`src/rtl/vdp_cpu_port.sv`:
```
// vdp_cpu_port: CPU-side port controller for the VDP.
// Decodes Z80 I/O strobes into the data, control and PSG ports. Sequences the
// two-byte control word, holds the VRAM address/code registers and the
// read-ahead buffer, and schedules single VRAM accesses against the renderer's
// slot grant and PSG writes against the PSG's ready signal.
//
// Ports:
//   clock, reset              master clock, async active-high reset
//   io_wr, io_rd              one-cycle CPU I/O strobes
//   ca0, ca6, ca7, cd_in      CPU address bits / write data
//   cd_out                    CPU read data (registered, held until next read)
//   busy                      access pending (CPU WAIT)
//   vram_*                    single-access VRAM request interface
//   reg_*, cram_*             register / colour RAM write pulses
//   psg_we, psg_data          PSG byte write, psg_ready gates it
//   status_in, status_rd      status flags and read-clear pulse
//
// state | meaning
// IDLE  | accepting strobes
// VREQ  | vram_req held until vram_ack
// PSGW  | psg_data held until psg_ready, then one psg_we pulse
module vdp_cpu_port #(
  parameter int ADDR_W = 14,
  parameter int NREGS  = 11
) (
  input  logic              clock,
  input  logic              reset,
  input  logic              io_wr,
  input  logic              io_rd,
  input  logic              ca0,
  input  logic              ca6,
  input  logic              ca7,
  input  logic [7:0]        cd_in,
  output logic [7:0]        cd_out,
  output logic              busy,
  output logic              vram_req,
  output logic              vram_we,
  output logic [ADDR_W-1:0] vram_addr,
  output logic [7:0]        vram_wdata,
  input  logic              vram_ack,
  input  logic [7:0]        vram_rdata,
  output logic              reg_we,
  output logic [3:0]        reg_addr,
  output logic [7:0]        reg_data,
  output logic              cram_we,
  output logic [4:0]        cram_addr,
  output logic [7:0]        cram_data,
  output logic              psg_we,
  output logic [7:0]        psg_data,
  input  logic              psg_ready,
  input  logic [7:0]        status_in,
  output logic              status_rd
);

  typedef enum logic [1:0] {IDLE, VREQ, PSGW} state_t;

  localparam logic [4:0] NRegsW = 5'(NREGS);
  localparam logic [ADDR_W-1:0] AddrOne = ADDR_W'(1);

  state_t state, nextState;

  logic              firstByte;
  logic [ADDR_W-1:0] addr;
  logic [1:0]        code;
  logic [7:0]        lowLatch;
  logic [7:0]        rbuf;
  logic              reqWe;
  logic [ADDR_W-1:0] reqAddr;
  logic [7:0]        reqWdata;
  logic [7:0]        psgDataQ;

  logic wrStb, rdStb;
  logic psgW, dataW, ctrlW, dataR, ctrlR, lowR;
  logic [ADDR_W-1:0] newAddr;

  // Strobes are only honoured in IDLE; io_wr takes priority over io_rd.
  assign wrStb = io_wr && (state == IDLE);
  assign rdStb = io_rd && !io_wr && (state == IDLE);

  assign psgW  = wrStb && !ca7 && ca6;
  assign dataW = wrStb && ca7 && !ca6 && !ca0;
  assign ctrlW = wrStb && ca7 && !ca6 && ca0;
  assign dataR = rdStb && ca7 && !ca6 && !ca0;
  assign ctrlR = rdStb && ca7 && !ca6 && ca0;
  assign lowR  = rdStb && !ca7;

  // Address formed by the second control byte.
  assign newAddr = {cd_in[ADDR_W-9:0], addr[7:0]};

  assign busy       = (state != IDLE);
  assign vram_req   = (state == VREQ);
  assign vram_we    = reqWe;
  assign vram_addr  = reqAddr;
  assign vram_wdata = reqWdata;
  assign psg_data   = psgDataQ;

  always_ff @(posedge clock or posedge reset) begin
    if (reset) state <= IDLE;
    else       state <= nextState;
  end

  always_comb begin
    nextState = state;
    psg_we    = 1'b0;
    case (state)
      IDLE: begin
        if (ctrlW && firstByte && (cd_in[7:6] == 2'd0)) nextState = VREQ;
        else if (dataW && (code != 2'd3))               nextState = VREQ;
        else if (dataR)                                  nextState = VREQ;
        else if (psgW)                                   nextState = PSGW;
      end
      VREQ: if (vram_ack) nextState = IDLE;
      PSGW: begin
        if (psg_ready) begin
          psg_we    = 1'b1;
          nextState = IDLE;
        end
      end
      default: nextState = IDLE;
    endcase
  end

  always_ff @(posedge clock or posedge reset) begin
    if (reset) begin
      firstByte <= 1'b0;
      addr      <= '0;
      code      <= 2'd0;
      lowLatch  <= 8'h00;
      rbuf      <= 8'h00;
      reqWe     <= 1'b0;
      reqAddr   <= '0;
      reqWdata  <= 8'h00;
      psgDataQ  <= 8'h00;
      cd_out    <= 8'h00;
      reg_we    <= 1'b0;
      reg_addr  <= 4'h0;
      reg_data  <= 8'h00;
      cram_we   <= 1'b0;
      cram_addr <= 5'h00;
      cram_data <= 8'h00;
      status_rd <= 1'b0;
    end else begin
      reg_we    <= 1'b0;
      cram_we   <= 1'b0;
      status_rd <= 1'b0;

      if (ctrlW) begin
        if (!firstByte) begin
          addr[7:0] <= cd_in;
          lowLatch  <= cd_in;
          firstByte <= 1'b1;
        end else begin
          code      <= cd_in[7:6];
          firstByte <= 1'b0;
          if (cd_in[7:6] == 2'd0) begin
            // read-ahead: fetch at the new address, step past it
            reqAddr <= newAddr;
            reqWe   <= 1'b0;
            addr    <= newAddr + AddrOne;
          end else begin
            addr <= newAddr;
          end
          if ((cd_in[7:6] == 2'd2) && ({1'b0, cd_in[3:0]} < NRegsW)) begin
            reg_we   <= 1'b1;
            reg_addr <= cd_in[3:0];
            reg_data <= lowLatch;
          end
        end
      end

      if (ctrlR) begin
        cd_out    <= status_in;
        status_rd <= 1'b1;
        firstByte <= 1'b0;
      end

      if (dataW) begin
        firstByte <= 1'b0;
        addr      <= addr + AddrOne;
        if (code == 2'd3) begin
          cram_we   <= 1'b1;
          cram_addr <= addr[4:0];
          cram_data <= cd_in;
        end else begin
          reqAddr  <= addr;
          reqWe    <= 1'b1;
          reqWdata <= cd_in;
          rbuf     <= cd_in;
        end
      end

      if (dataR) begin
        firstByte <= 1'b0;
        cd_out    <= rbuf;
        reqAddr   <= addr;
        reqWe     <= 1'b0;
        addr      <= addr + AddrOne;
      end

      if (lowR) cd_out <= 8'hFF;

      if (psgW) psgDataQ <= cd_in;

      if ((state == VREQ) && vram_ack && !reqWe) rbuf <= vram_rdata;
    end
  end

endmodule

```
`config.mk`:
```
export PLATFORM = sky130hd
export DESIGN_NAME = vdp_cpu_port
export DESIGN_NICKNAME = d
export VERILOG_FILES = /design/src/rtl/vdp_cpu_port.sv
export SDC_FILE = /design/constraint.sdc
export NUM_CORES = 1
export LEC_CHECK = 0
export ABC_CLOCK_PERIOD_IN_PS = 11880
export CAP_MARGIN = 0
export CORE_AREA = 3 3 97 99
export CTS_BUF_LIST = sky130_fd_sc_hd__clkbuf_2
export DETAILED_ROUTE_END_ITERATION = 7
export DIE_AREA = 0 0 100 102
export PLACE_DENSITY_LB_ADDON = 0.2
export SLEW_MARGIN = 20
export SYNTH_ARGS = -nofsm -noshare
export SYNTH_HDL_FRONTEND = slang
export SYNTH_SLANG_ARGS = --single-unit
```
`constraint.sdc`:
```
create_clock -name clock -period 11.88 [get_ports clock]
set_input_delay 3.564 -clock clock [delete_from_list [all_inputs] [get_ports clock]]
set_output_delay 3.564 -clock clock [all_outputs]
set_load 0.02 [all_outputs]
```
==> metrics, run 1 <==
PD cells=about 160 nW/um^2; WP data required=about 8.3 ns; Mapped Nets=429; Detailed Route Iter0 Violations=between 150 and 200; Vias/cell=between 5 and 6; Final Util=0.678; Slew Limit Fails=0; Register-to-Register Path Depth=5; outcome=finished clean; Design Power=~0.96 mW; initial antenna violation count=0; CP endpoint=psg_we; Die Wd=100 um; TritonRoute pass-1 iters=4; crit path DAT=between 4 and 5 ns; fin crit share=0.710; DIE AREA=between 10000 and 15000 um^2; Synth area leader=dfrtp_1; GRT busiest layer=met2; VDD IR-drop max=~0.11 mV; YS warnings=0; first-pass GRT wire length=around 18000 um; crit path from=psg_ready; GRT Residual Overflow=0; RSZ-0062 raised after global routing=false; crit end category=primary output; flop and latch count out of synthesis=between 100 and 150; MaxCap Viol Count=0; CP Cell Sequence=clkdlybuf4s50_1 -> inv_1 -> nor3b_1 -> clkdlybuf4s50_1; Hold Path Origin=rbuf[3]$_DFFE_PP0P_; FMAX=between 100 and 150 MHz; post-placement cell count=roughly 580; Core ar.=8640 um^2; CP most frequent cell=clkdlybuf4s50_1; max_slew headroom=0.293; CTS sink count=~100; top post-synthesis cells by area=dfrtp_1 (55%), mux2_2 (12%), mux2i_1 (3.0%); Clk pin slew, worst setup/hold paths=between 0.3 and 0.4 ns; Reg2Reg Setup Slack=9.37 ns; Worst Setup Start Kind=input port; Die Ht=slightly above 100 um; num rows=34; Mean Syn Cell Area=11.8 um^2; PortBufs=102; met3 usage=0.0491; Tmin final=approximately 8.4 ns; boundary pin count=between 100 and 150; routability cong.=~0.82; fin cells=around 600; GRT met2 Usage=0.349; starting density of the core=0.540; Async SR Flop Fraction=1.00; Worst R2R Start=state[1]$_DFFE_PP0P_; Antenna diodes=0; Crit-path slowest cell=clkdlybuf4s50_1; Worst Tran Pin Value=between 1 and 1.5 ns; Synth Cell Area=4670 um^2; Post-DP HPWL=~7700 um; post-CTS setup buffer count=0; via count=around 3400; DRT antenna net count=0; vias in the first global route=approximately 3500; Root Driver=clkbuf_2; gr usage total=0.226; Synth top area share=0.547; worst reg2reg endpoint=vram_addr[3]$_DFF_PP0_; Max Buffers Root-to-Sink=2; Max stage delay on crit path=roughly 0.63 ns; Hold Path Class=flip-flop to flip-flop; EDFF count, synth=0; post-synthesis sequential area ratio=0.547; Primary FF master, synth=dfrtp_1; Worst-Skew Late Latency=0.59 ns; most frequent cells in the layout=dfrtp_1 (102), clkdlybuf4s50_1 (102), mux2_2 (50); Post-CTS Resized=0; htree depth=3; wire per inst=roughly 18 um; Layout Nets=520; final setup violating endpoints=0; Hold Vio Cnt, Final=0; layout cells sized above 1=0.177; final WL=11000 um; # DRC=0; critical path peak fanout=2; TritonCTS buffer count=9; post-route setup TNS=0 ns; Post-Syn Instances=~400; pin count of the biggest net entering global routing=86; Fill cells=between 600 and 700; hold_buf cts=0; Max Clock Skew=approximately 0.048 ns; global-route track usage on met1=0.322; CTS tree=built; number of distinct library cells after synthesis=52; Crit Path Category=input port to primary output; LEAKAGE=around 2.6 nW; Layout area overhead=25.5%
[worst max-delay path, delay by kind of cell]
family,cells,cell delay (ns)
buffers and inverters,3,1.14
and+or+nand+nor,1,0.17
[cell families after synthesis]
logic type | Yosys count | synth area share
DFF | 102 | 0.547
and+or+nand+nor | 98 | 0.113
AOI/OAI and AO/OA | 87 | 0.120
muxes | 73 | 0.180
buffers and inverters | 29 | 0.0287
xor gates and xnor gates | 5 | 0.00938
adders and majority gates | 1 | 0.00268
[cells in the mapped netlist (2+ instances only)]
cell type and count:
a211oi_1 5, a21o_1 10, a21oi_1 24, a22o_1 8
a31oi_1 2, and2_1 2, buf_1 2, buf_2 2
clkbuf_1 17, dfrtp_1 102, inv_1 5, mux2_2 50
mux2_4 9, mux2i_1 14, nand2_1 23, nand2b_1 2
nand3_1 5, nand4_1 5, nor2_1 24, nor2b_1 6
nor3_1 9, nor3b_1 3, nor4_1 6, o21ai_0 26
o221ai_1 2, o22a_1 2, or2_2 2, xor2_1 4
[layer usage]
metal,up-vias,routed length [um]
met1,1705,4940
met5,-,0
li1,1604,-
met4,0,149
met2,115,5090
met3,16,864
[metrics by stage]
stage / cell area [um^2] / hold WS (ns) / setup WS, ns
after global placement: 5730 / 0.465 / 3.47
final: 5860 / 0.530 / 3.44
after floorplan: 4670 / 0.448 / 4.20
after global routing: 5860 / 0.547 / 3.35
after CTS: 5850 / 0.531 / 3.44
after detailed placement: 5730 / 0.475 / 3.44
[where the power goes]
| part | leakage (nW) | internal, mW | switching (mW) |
|---|---|---|---|
| Sequential | 1.30 | 0.426 | 0.0642 |
| Clock | 0.0736 | 0.0518 | 0.122 |
| Combinational | 1.24 | 0.153 | 0.142 |
[final cells by class]
class                   count  area [um^2]  share of cell area
repair buffers            104         1040               0.177
inverters                   5         21.3             0.00363
flip-flops and latches    102         2550               0.436
multi-input cells         264         1980               0.339
well taps                 108          135              0.0231
clock buffers               9         45.0             0.00769
clock inverters             7         81.3              0.0139
[sequential cells by signal, indices dropped and copies added (netlist names), 2 cells and up]
signal,flops
cram_data,8
rbuf,8
psg_data,8
cd_out,8
vram_addr,14
cram_addr,5
reg_data,8
code,2
reg_addr,4
state,2
addr,14
vram_wdata,8
lowLatch,8
[worst min path at each step]
stage / slack [ns] / depth (start not counted) / to
finish: 0.53 / 1 / rbuf[3]$_DFFE_PP0P_
global route: 0.55 / 1 / rbuf[3]$_DFFE_PP0P_
CTS: 0.53 / 1 / rbuf[3]$_DFFE_PP0P_
detailed placement: 0.48 / 1 / rbuf[3]$_DFFE_PP0P_
global placement: 0.46 / 1 / rbuf[2]$_DFFE_PP0P_
floorplan: 0.45 / 1 / rbuf[0]$_DFFE_PP0P_
Note: power is estimated with default switching activity, not from simulation.
==> run 2: changes to the inputs <==
Settings changed: ABC_CLOCK_PERIOD_IN_PS 11880 to 7550, CORE_AREA 3 3 97 99 to 3 3 104 106, DIE_AREA 0 0 100 102 to 0 0 107 109.
Clock period 11.88 ns to 7.55 ns, I/O delays scaled along.
==> run 2 against run 1 <==
  * Largest power group unchanged
  * Clock power is 44% higher
  * Global-route usage is 2.8 points lower
  * Cell count is 4.3% higher
  * Final area is 0.47% higher
  * Critical path type unchanged
  * Largest cell class unchanged
  * Clock skew is 0.012 ns lower
  * Register-to-register slack worse by 4.3 ns
  * First-iteration DRC count is 26% higher
==> metrics, run 2 (synthesis gave the netlist of run 1 again) <==
Core ar.=9860 um^2 (+14%); Max Clock Skew=0.0359 ns (-0.0123 ns); max_slew headroom=0.401 (+0.108); DRT antenna net count=0 (unchanged); CTS sink count=102 (unchanged); MaxCap Viol Count=0 (unchanged); Fill cells=856 (+29%); Worst-Skew Late Latency=0.57 ns (-0.02 ns); Design Power=1.48 mW (+55%); Max stage delay on crit path=0.63 ns (about the same); Tmin final=5.84 ns; GRT Residual Overflow=0 (unchanged); Vias/cell=5.55 (-3.4%); Worst path depth=4 (unchanged); CTS tree=built; DIE AREA=11700 um^2 (+14%); post-CTS setup buffer count=0 (unchanged); Antenna diodes=0 (unchanged); Hold Vio Cnt, Final=0 (unchanged); num rows=36 (+5.9%); Crit Path Category=input port to primary output; Register-to-Register Path Depth=5 (unchanged); vias in the first global route=3482 (+0.64%); Detailed Route Iter0 Violations=215 (+26%); Worst Tran Pin Value=0.893 ns (-0.165 ns); WHS Path Cells=1 (unchanged); CP most frequent cell=clkdlybuf4s50_1; metal2 WL=5150 um (+1.0%); Clk pin slew, worst setup/hold paths=0.30 ns (about the same); layout cells sized above 1=0.181 (+0.00370); starting density of the core=0.473 (-0.0673); Max Buffers Root-to-Sink=2 (unchanged); outcome=finished clean; gr usage total=0.199 (-0.0278); fin area=5890 um^2 (+0.47%); post-route setup TNS=0 ns (unchanged); pre-CTS setup slack=1.72 ns (-1.72 ns); met3 wire len=809 um (-6.4%); Slew Limit Fails=0 (unchanged); wire per inst=18.0 um (-2.5%); Worst Setup Start Kind=input port; final setup violating endpoints=0 (unchanged); Post-CTS Resized=0 (unchanged); TritonCTS buffer count=9 (unchanged); crit path DAT=3.58 ns (-1.29 ns); critical path peak fanout=2 (unchanged); boundary pin count=103 (unchanged); # DRC=0 (unchanged); DR top layer=met4; Die Wd=107 um (+7.0%); final WL=11200 um (+1.8%); Hold Path Class=flip-flop to flip-flop; fin crit share=0.774; htree depth=3 (unchanged); Layout area overhead=26.1%; hold_buf cts=0 (unchanged); Die Ht=109 um (+6.9%); PortBufs=102 (unchanged); WP data required=5.29 ns (-3.03 ns); FMAX=approximately 170 MHz; Reg2Reg Setup Slack=5.04 ns (-4.33 ns); VDD IR-drop max=0.143 mV (+28%); pin count of the biggest net entering global routing=56 (-35%); Root Driver=clkbuf_2; Crit-path slowest cell=clkdlybuf4s50_1; worst setup margin=1.71 ns (-1.73 ns); delay-heaviest family, CP=buffers and inverters; first-pass GRT wire length=18200 um (+1.6%); Layout Nets=521 (+0.19%); LEAKAGE=2.60 nW (about the same); TritonRoute pass-1 iters=4 (unchanged); Post-Place Cell Area=5760 um^2 (+0.68%); most frequent cells in the layout=dfrtp_1 (102), clkdlybuf4s50_1 (102), mux2_2 (50); CP Cell Sequence=clkdlybuf4s50_1 -> inv_1 -> nor3b_1 -> clkdlybuf4s50_1; Post-DP HPWL=7750 um (+1.2%); met1 WL=5190 um (+5.1%); RSZ-0062 raised after global routing=false; footprint of the multi-input gates=1990 um^2 (+0.32%); Buf+Inv Stages, Crit Path=3 (unchanged); FF/Latch Area=2550 um^2 (unchanged); crit end category=primary output; initial antenna violation count=0 (unchanged); via count=3468 (+0.81%); PD cells=252 nW/um^2 (+54%); routability cong.=0.904 (+11%)
run 2: metal layers:
metal	vias up	GRT usage
li1	1608	-
met1	1728	0.290
met2	123	0.304
met3	9	0.0379
met4	0	0.0566
met5	-	0
run 2: metrics by stage:
step	cells	util	hold WS, ns
5_1_grt	625	0.597	0.545
3_5_place_dp	609	0.584	0.472
4_1_cts	625	0.596	0.528
3_3_place_gp	609	0.584	0.462
2_1_floorplan	395	-	0.448
6_report	625	0.597	0.522
run 2: power by group:
group	switching [mW]	leakage, nW	internal, mW	total [mW]
registers	0.0988	1.30	0.670	0.769
logic	0.223	1.24	0.241	0.464
clock network	0.197	0.0667	0.0523	0.249
run 2: layout make-up:
class	count	area share
clock inverters	7	0.0115
clock buffers	9	0.00765
inverters	5	0.00361
well taps	133	0.0283
multi-input cells	264	0.338
repair buffers	105	0.177
flip-flops and latches	102	0.434
run 2: path summary, 6_finish.rpt:
path / start / endpoint
max: psg_ready / psg_we
min: rbuf[5]$_DFFE_PP0P_ / rbuf[5]$_DFFE_PP0P_
max reg2reg: state[1]$_DFFE_PP0P_ / vram_addr[1]$_DFF_PP0_
min reg2reg: rbuf[5]$_DFFE_PP0P_ / rbuf[5]$_DFFE_PP0P_
max in group asynchronous: reset / reg_data[2]$_DFFE_PP0P_
min in group asynchronous: reset / psg_data[4]$_DFFE_PP0P_
